`src/rtl/vmsu_pkg.sv`:
```
// Shared definitions for the pipelined Vedic signed/unsigned multiplier.
package vmsu_pkg;

  // Number of register stages between an accepted operand pair and its product.
  localparam int VMSU_LAT = 4;

  // Widest product the negate helper handles (W up to 32).
  localparam int VMSU_MAX_P = 64;

  // Per-stage control sideband. The top wraps this together with its
  // parameter-width tag to form the full stage record.
  typedef struct packed {
    logic valid;
    logic sign_neg;
    logic signed_mode;
  } vmsu_ctl_t;

  // Two's-complement negate; callers size-cast the result back to 2W bits,
  // which keeps the low bits exact because negation is width-truncation safe.
  function automatic logic [VMSU_MAX_P-1:0] vmsu_neg(input logic [VMSU_MAX_P-1:0] x);
    return ~x + VMSU_MAX_P'(1);
  endfunction

  // Number of set bits in a 4-bit stage-valid vector.
  function automatic logic [2:0] vmsu_popcount4(input logic [3:0] v);
    return {2'b00, v[0]} + {2'b00, v[1]} + {2'b00, v[2]} + {2'b00, v[3]};
  endfunction

endpackage

```
`src/rtl/vmsu_vedic_core.sv`:
```
// Combinational unsigned N x N -> 2N Urdhva-Tiryagbhyam multiplier.
// Splits each operand into halves, recurses down to a 2x2 gate-level base.
module vmsu_vedic_core
  import vmsu_pkg::*;
#(
  parameter int N = 4
) (
  input  logic [N-1:0]   i_a,
  input  logic [N-1:0]   i_b,
  output logic [2*N-1:0] o_p
);

  if (N == 2) begin : g_base
    logic w_t1, w_t2, w_t3, w_c1;

    // Vertical and crosswise terms of the 2x2 base case.
    assign w_t1 = i_a[1] & i_b[0];
    assign w_t2 = i_a[0] & i_b[1];
    assign w_t3 = i_a[1] & i_b[1];
    assign w_c1 = w_t1 & w_t2;
    assign o_p  = {w_t3 & w_c1, w_t3 ^ w_c1, w_t1 ^ w_t2, i_a[0] & i_b[0]};
  end else begin : g_rec
    localparam int M = N / 2;

    logic [N-1:0] w_ll, w_lh, w_hl, w_hh;
    logic [N:0]   w_mid;

    vmsu_vedic_core #(.N(M)) u_ll (.i_a(i_a[M-1:0]), .i_b(i_b[M-1:0]), .o_p(w_ll));
    vmsu_vedic_core #(.N(M)) u_lh (.i_a(i_a[M-1:0]), .i_b(i_b[N-1:M]), .o_p(w_lh));
    vmsu_vedic_core #(.N(M)) u_hl (.i_a(i_a[N-1:M]), .i_b(i_b[M-1:0]), .o_p(w_hl));
    vmsu_vedic_core #(.N(M)) u_hh (.i_a(i_a[N-1:M]), .i_b(i_b[N-1:M]), .o_p(w_hh));

    // Crosswise sum keeps its carry; vertical terms concatenate without overlap.
    assign w_mid = {1'b0, w_lh} + {1'b0, w_hl};
    assign o_p   = {w_hh, w_ll} + ((2 * N)'(w_mid) << M);
  end

endmodule

```
`src/rtl/vmsu_pipe.sv`:
```
// Four-stage pipelined signed/unsigned multiplier with valid/ready on both
// sides, tag passthrough and a registered occupancy count.
// Stages: S0 magnitudes+sign, S1 partial products, S2 aligned sum, S3 result.
module vmsu_pipe
  import vmsu_pkg::*;
#(
  parameter int W     = 8,
  parameter int TAG_W = 4
) (
  input  logic             clk,
  input  logic             rst,
  input  logic             in_valid,
  output logic             in_ready,
  input  logic [W-1:0]     a,
  input  logic [W-1:0]     b,
  input  logic             signed_mode,
  input  logic [TAG_W-1:0] tag,
  output logic             out_valid,
  input  logic             out_ready,
  output logic [2*W-1:0]   p,
  output logic [TAG_W-1:0] out_tag,
  output logic             out_signed,
  output logic [2:0]       occupancy
);

  localparam int H  = W / 2;
  localparam int P2 = 2 * W;

  typedef struct packed {
    vmsu_ctl_t        ctl;
    logic [TAG_W-1:0] tag;
  } side_t;

  side_t               r_side [VMSU_LAT];
  logic [W-1:0]        r_mag_a, r_mag_b;
  logic [W-1:0]        r_pp   [4];
  logic [P2-1:0]       r_sum;
  logic [P2-1:0]       r_p;
  logic [2:0]          r_occ;

  logic                w_stall;
  side_t               w_side_in;
  logic [W-1:0]        w_mag_a, w_mag_b;
  logic [W-1:0]        w_pp   [4];
  logic [W:0]          w_mid;
  logic [P2-1:0]       w_sum;
  logic [P2-1:0]       w_p;
  logic [VMSU_LAT-1:0] w_valid_next;

  // Whole pipeline freezes while the output holds an unaccepted result.
  assign w_stall  = r_side[VMSU_LAT-1].ctl.valid & ~out_ready;
  assign in_ready = ~w_stall;

  // Sign-magnitude conversion; -(-2^(W-1)) wraps to 2^(W-1), exact as unsigned.
  always_comb begin
    w_mag_a = a;
    w_mag_b = b;
    if (signed_mode && a[W-1]) w_mag_a = -a;
    if (signed_mode && b[W-1]) w_mag_b = -b;
    w_side_in                 = '0;
    w_side_in.ctl.valid       = in_valid;
    w_side_in.ctl.sign_neg    = signed_mode & (a[W-1] ^ b[W-1]);
    w_side_in.ctl.signed_mode = signed_mode;
    w_side_in.tag             = tag;
  end

  // Four half-width partial products: 0=LL, 1=LH (a lo, b hi), 2=HL, 3=HH.
  for (genvar gi = 0; gi < 4; gi++) begin : g_pp
    localparam bit A_HI = (gi >= 2);
    localparam bit B_HI = ((gi % 2) == 1);

    vmsu_vedic_core #(.N(H)) u_core (
      .i_a (A_HI ? r_mag_a[W-1:H] : r_mag_a[H-1:0]),
      .i_b (B_HI ? r_mag_b[W-1:H] : r_mag_b[H-1:0]),
      .o_p (w_pp[gi])
    );
  end

  // Alignment of the partial products and final sign application.
  always_comb begin
    w_mid = {1'b0, r_pp[1]} + {1'b0, r_pp[2]};
    w_sum = {r_pp[3], r_pp[0]} + (P2'(w_mid) << H);
    w_p   = r_side[2].ctl.sign_neg ? P2'(vmsu_neg(VMSU_MAX_P'(r_sum))) : r_sum;
  end

  // Valid bits each stage will hold after the next advancing edge.
  always_comb begin
    w_valid_next[0] = in_valid;
    for (int i = 1; i < VMSU_LAT; i++) begin
      w_valid_next[i] = r_side[i-1].ctl.valid;
    end
  end

  // Sideband shift: valid/sign/mode/tag move in lockstep with the data.
  always_ff @(posedge clk) begin
    if (rst) begin
      for (int i = 0; i < VMSU_LAT; i++) r_side[i] <= '0;
    end else if (!w_stall) begin
      r_side[0] <= w_side_in;
      for (int i = 1; i < VMSU_LAT; i++) r_side[i] <= r_side[i-1];
    end
  end

  // S0 data: operand magnitudes.
  always_ff @(posedge clk) begin
    if (rst) begin
      r_mag_a <= '0;
      r_mag_b <= '0;
    end else if (!w_stall) begin
      r_mag_a <= w_mag_a;
      r_mag_b <= w_mag_b;
    end
  end

  // S1 data: partial products.
  always_ff @(posedge clk) begin
    if (rst) begin
      for (int i = 0; i < 4; i++) r_pp[i] <= '0;
    end else if (!w_stall) begin
      for (int i = 0; i < 4; i++) r_pp[i] <= w_pp[i];
    end
  end

  // S2 and S3 data: unsigned sum, then the signed output product.
  always_ff @(posedge clk) begin
    if (rst) begin
      r_sum <= '0;
      r_p   <= '0;
    end else if (!w_stall) begin
      r_sum <= w_sum;
      r_p   <= w_p;
    end
  end

  // Occupancy tracks the valid bits being loaded on the same edge.
  always_ff @(posedge clk) begin
    if (rst) begin
      r_occ <= '0;
    end else if (!w_stall) begin
      r_occ <= vmsu_popcount4(w_valid_next);
    end
  end

  assign out_valid  = r_side[VMSU_LAT-1].ctl.valid;
  assign out_tag    = r_side[VMSU_LAT-1].tag;
  assign out_signed = r_side[VMSU_LAT-1].ctl.signed_mode;
  assign p          = r_p;
  assign occupancy  = r_occ;

endmodule

```
`config.mk`:
```
export PLATFORM = sky130hd
export DESIGN_NAME = vmsu_pipe
export DESIGN_NICKNAME = d
export VERILOG_FILES = /design/src/rtl/vmsu_pkg.sv /design/src/rtl/vmsu_vedic_core.sv /design/src/rtl/vmsu_pipe.sv
export SDC_FILE = /design/constraint.sdc
export NUM_CORES = 1
export LEC_CHECK = 0
export ABC_CLOCK_PERIOD_IN_PS = 7300
export CORE_MARGIN = 2
export CORE_UTILIZATION = 25
export CTS_CLUSTER_SIZE = 40
export DETAILED_ROUTE_END_ITERATION = 10
export GPL_ROUTABILITY_DRIVEN = 0
export PLACE_DENSITY = 0.42
export SLEW_MARGIN = 20
export SYNTH_ARGS = -nofsm -noshare
export SYNTH_HDL_FRONTEND = slang
export SYNTH_SLANG_ARGS = --single-unit
```
`constraint.sdc`:
```
create_clock -name clk -period 7.3 [get_ports clk]
set_input_delay 1.825 -clock clk [delete_from_list [all_inputs] [get_ports clk]]
set_output_delay 1.825 -clock clk [all_outputs]
set_load 0.05 [all_outputs]
```
**Word level (Yosys, flattened, before mapping)**

Memories as Yosys holds them, arrays and structs flattened.
Index checks and enable logic that the tools add are counted.

- Bits in registers: 51
- RAM bits: 60
- Bits of input ports: 25
- Output and inout bits: 26
- Word-level logic and storage cells: 183
- Memories: 2

Memories:

| memory | depth | bits a word | rd ports | clocked after Yosys merged registers in | write ports | RTL line | text |
|---|---|---|---|---|---|---|---|
| r_pp | 4 | 8 | 4 | 0 | 4 | vmsu_pipe.sv:36 | `logic [W-1:0] r_pp [4];` |
| r_side | 4 | 7 | 4 | 0 | 4 | vmsu_pipe.sv:34 | `side_t r_side [VMSU_LAT];` |

- Add/subtract/negate cells: 16
- Multiplexer cells: 16
- Bitwise operators: 142
- Reduce and logical (&&, ||, !) cells: 2

Operators by type and width:

| cell | count |
|---|---|
| $and 1x1->1 | 98 |
| $mux 8 | 6 |
| $xor 1x1->1 | 33 |
| $add 8x7->8 | 4 |
| $mux 7 | 4 |
| $add 4x4->5 | 4 |
| $add 16x1->16 const B | 1 |
| $add 16x13->16 | 1 |
| $mux 16 | 1 |
| $neg 8->8 | 2 |
| $not 16->16 | 1 |
| $add 8x8->9 | 1 |
| $or 1x1->1 | 8 |
| $mux 1 | 5 |
| $add 2x1->3 | 1 |
| $add 3x1->3 | 1 |
| $add 1x1->2 | 1 |
| $logic_and 1x1->1 | 2 |
| $not 1->1 | 2 |

**Depth between registers and ports, before layout**

- Word-level depth: 6
- Depth in mapped cells: 15
- Mapped depth without buffers: 14

**By module**

Synthesis repeated with hierarchy kept, for this count alone.

- Cell total of the unflattened synthesis: 738
- Area, all modules: 7348.3 sq um

By module, submodules not included:

| module | instances | cells an instance | area each (sq um) | sequential area each (sq um) |
|---|---|---|---|---|
| vmsu_pipe | 1 | 506 | 5301.3 | 2792.7 |
| vmsu_vedic_core (g_pp[0].u_core ...) | 4 | 34 | 311.5 | 0.0 |
| vmsu_vedic_core (g_pp[0].u_core.g_rec.u_hh ...) | 16 | 6 | 50.0 | 0.0 |

**Worst setup path after synthesis**

No wires, ideal clock.

- Path type: input-to-output
- Start point: in out_ready
- End point: out in_ready
- Arrival time: 3.060 ns
- Data required time: 5.475 ns
- Path slack: 2.415 ns
- Stages on the path: 5
- Buffers on the path: 3
- Path through: nor2b_1 buf_2 inv_2 clkbuf_1 clkbuf_1

- Cells in the longest elaborated chain, start to end: 3

RTL lines:

| item | RTL line | text |
|---|---|---|
| start: declaration | vmsu_pipe.sv:19 | `input logic out_ready,` |
| $not 1->1 | vmsu_pipe.sv:51 | `assign w_stall = r_side[VMSU_LAT-1].ctl.valid & ~out_ready;` |
| $and 1x1->1 | vmsu_pipe.sv:51 |  |
| $not 1->1 | vmsu_pipe.sv:52 | `assign in_ready = ~w_stall;` |
| end: declaration | vmsu_pipe.sv:13 | `output logic in_ready,` |

Every way passes these cells.

**Worst setup path after layout**

Ends and elaborated chain as after synthesis.

==> metrics <==
status=finished clean; CP Data Arrival Time=3.24 ns; Setup Skew=approximately 0.016 ns; ANT nets after route=0; Setup CP Type=in2out; GRT overflow=0; WL/cell=14.31 µm; Slew Limit Fails=0; Setup WS post-layout=2.238 ns; Synth top area share=24.17%; Peak VDD IR=0.1084 mV; worst reg2reg setup slack=between 4 and 5 ns; met2 usage=18.49%; commonest cells in the synthesized netlist=ha_1 (92), and2_1 (62), nor2_1 (61); Cell Rows=62; area delta synth->final=15.82%; CTS buffer count=9; met3 Resource Use GR=2.132%; Most Used Layer, Global Route=met2; most common cell in the synthesized netlist=ha_1; Boundary Pins=51; fillers=about 3.0k; Fin. Hold Viols=0; Residual DRC=0; average size of a mapped cell=9.761 µm²; Post-CTS Hold Buffers=0; Netlist cell types=just under 60; gr usage total=11.39%; number of flops mapped to enable cells by yosys=between 50 and 60; unrepaired setup endpoints after global routing=false; Clock Tree Buf Depth=2; Slew headroom=41.65%; half-perimeter wire length after placement=12,060 µm; CTS tree=built; final non-filler cell total=around 1.2k; Worst Hold Launch=occupancy[1]; Final Cycle Share=69.34%; Hold Path Stages=2; CP endpoint kind=output pin; 1st-iter DRT viols=294; number of global-route vias before repair=5,146; Gate Count Post-Synth=751; Setup WS pre-CTS=2.223 ns; die width=175.2 µm; synth top area cells=edfxtp_1 (24%), ha_1 (16%), dfxtp_1 (14%); GRT met1 Usage=15.91%; Inst Count DP=roughly 1.2k; CORE AREA=between 0.02 and 0.03 mm²; crit-path max FO=2; CTS H-Tree Depth=3; first-pass GRT wire length=roughly 28,000 µm; Die H=175.2 µm; Synth area leader=edfxtp_1; Synth Net Count=879; register area share after synthesis=a little under two fifths; number of buffers added on ports=50; Pre-antenna DRT Iters=5; synth warn=0; Post CTS Setup Buffer Count=0; vias post-DR=around 5.3k; Post-synth top flop=edfxtp_1; Critical Path RT=around 5.5 ns; Final setup viols=0; Root Buffer=clkbuf_16; layout cells sized above 1=4.161%; Hold Path Sink=occupancy[1]; Clock Sink Count=110; highest clock rate=roughly 0.20 GHz; Worst R2R Path Depth=13; Hold Crit Class=reg2reg; area of the die=about 0.031 mm²; antenna violations before repair=0; P_leak=approximately 0.0040 µW; worst reg2reg endpoint=r_sum[11]; largest net degree at the start of global routing=77; Max-cap violations=0; R2R Path Start=r_pp[0][16]; pwr dens=between 150 and 200 mW/mm²; Final Critical Period=5.062 ns; Worst setup SP type=primary input; Async S/R FF share, synth=0%; vias per cell=4.461; post_cts resized=0; Tot Pwr=~1500 µW; Detailed Route WL=16,840 µm; Clock Latency Late Sink=approximately 0.36 ns; clock slew at reported path FFs=0.09 ns; Synth Register Bits=110; # nets final=around 900; Cell Area, Synth=0.007331 mm²; Initial Utilization=25.47%; antenna cells=0; Least-Margin Pin Slew=0.8721 ns; Fin Setup TNS=0 ns
through the flow:
step	instance area, µm²	hold slack (ns)	util, %
floorplan	7331	0.4519	-
global placement	8199	0.4444	28.49
detailed placement	8199	0.4431	28.49
CTS	8491	0.4550	29.50
global route	8491	0.4955	29.50
finish	8491	0.4544	29.50
worst max-delay path: stages:
cell             delay, ns
clkdlybuf4s50_1       0.47
nor2b_2               0.05
clkinv_2              0.07
clkdlybuf4s50_1       0.81
power by group:
part	switching, µW	internal, µW	leakage, µW
sequential	36.7	687	0.00113
clock	256	240	0.000141
combinational	140	102	0.00270
worst max path at each step:
stage | cells after the start | end | startpoint
4_1_cts | 4 | in_ready | out_ready
3_3_place_gp | 4 | in_ready | out_ready
5_1_grt | 4 | in_ready | out_ready
3_5_place_dp | 4 | in_ready | out_ready
6_report | 4 | in_ready | out_ready
2_1_floorplan | 5 | in_ready | out_ready
flip-flops by register name, summed over array words and instances, names as in the netlist:
register and count:
r_mag_a 8, r_pp 32, r_mag_b 8, r_sum 16
p 16, occupancy 3, r_side 27
final cells by class:
cell class	instances	area (µm²)	area share, %
Inverter	30	113.9	1.341
Multi-Input combinational cell	581	4272	50.31
Timing Repair Buffer	56	540.5	6.366
Tap cell	384	480.5	5.659
Sequential cell	110	2793	32.89
Clock buffer	9	225.2	2.653
Clock inverter	7	66.31	0.7810
placed cells by master (no fill, tap or decap), types with 19 or more instances in the layout:
cell type,n
clkdlybuf4s50_1,49
inv_1,27
xor2_1,25
edfxtp_1,59
and2_1,62
a211oi_1,21
xnor2_1,25
nand2_1,52
a21oi_1,42
a21o_1,19
and3_1,41
nor2_1,61
ha_1,92
dfxtp_1,51
per-layer routing:
metal | vias to the layer above | part of all wire (%)
met5 | - | 0
met2 | 57 | 46
met4 | 0 | 0.44
met1 | 2424 | 51
met3 | 4 | 2.6
li1 | 2766 | -
cells by family after synthesis:
| kind of cell | synth area share [%] |
|---|---|
| AND/OR/NAND/NOR | 20.17 |
| AO/OA/AOI/OAI | 12.97 |
| flip-flops | 38.10 |
| adder cells (fa/ha/maj) | 18.71 |
| buffers and inverters | 3.670 |
| XOR/XNOR | 5.974 |
| multiplexers | 0.4096 |
(Power assumes the default switching activity.)
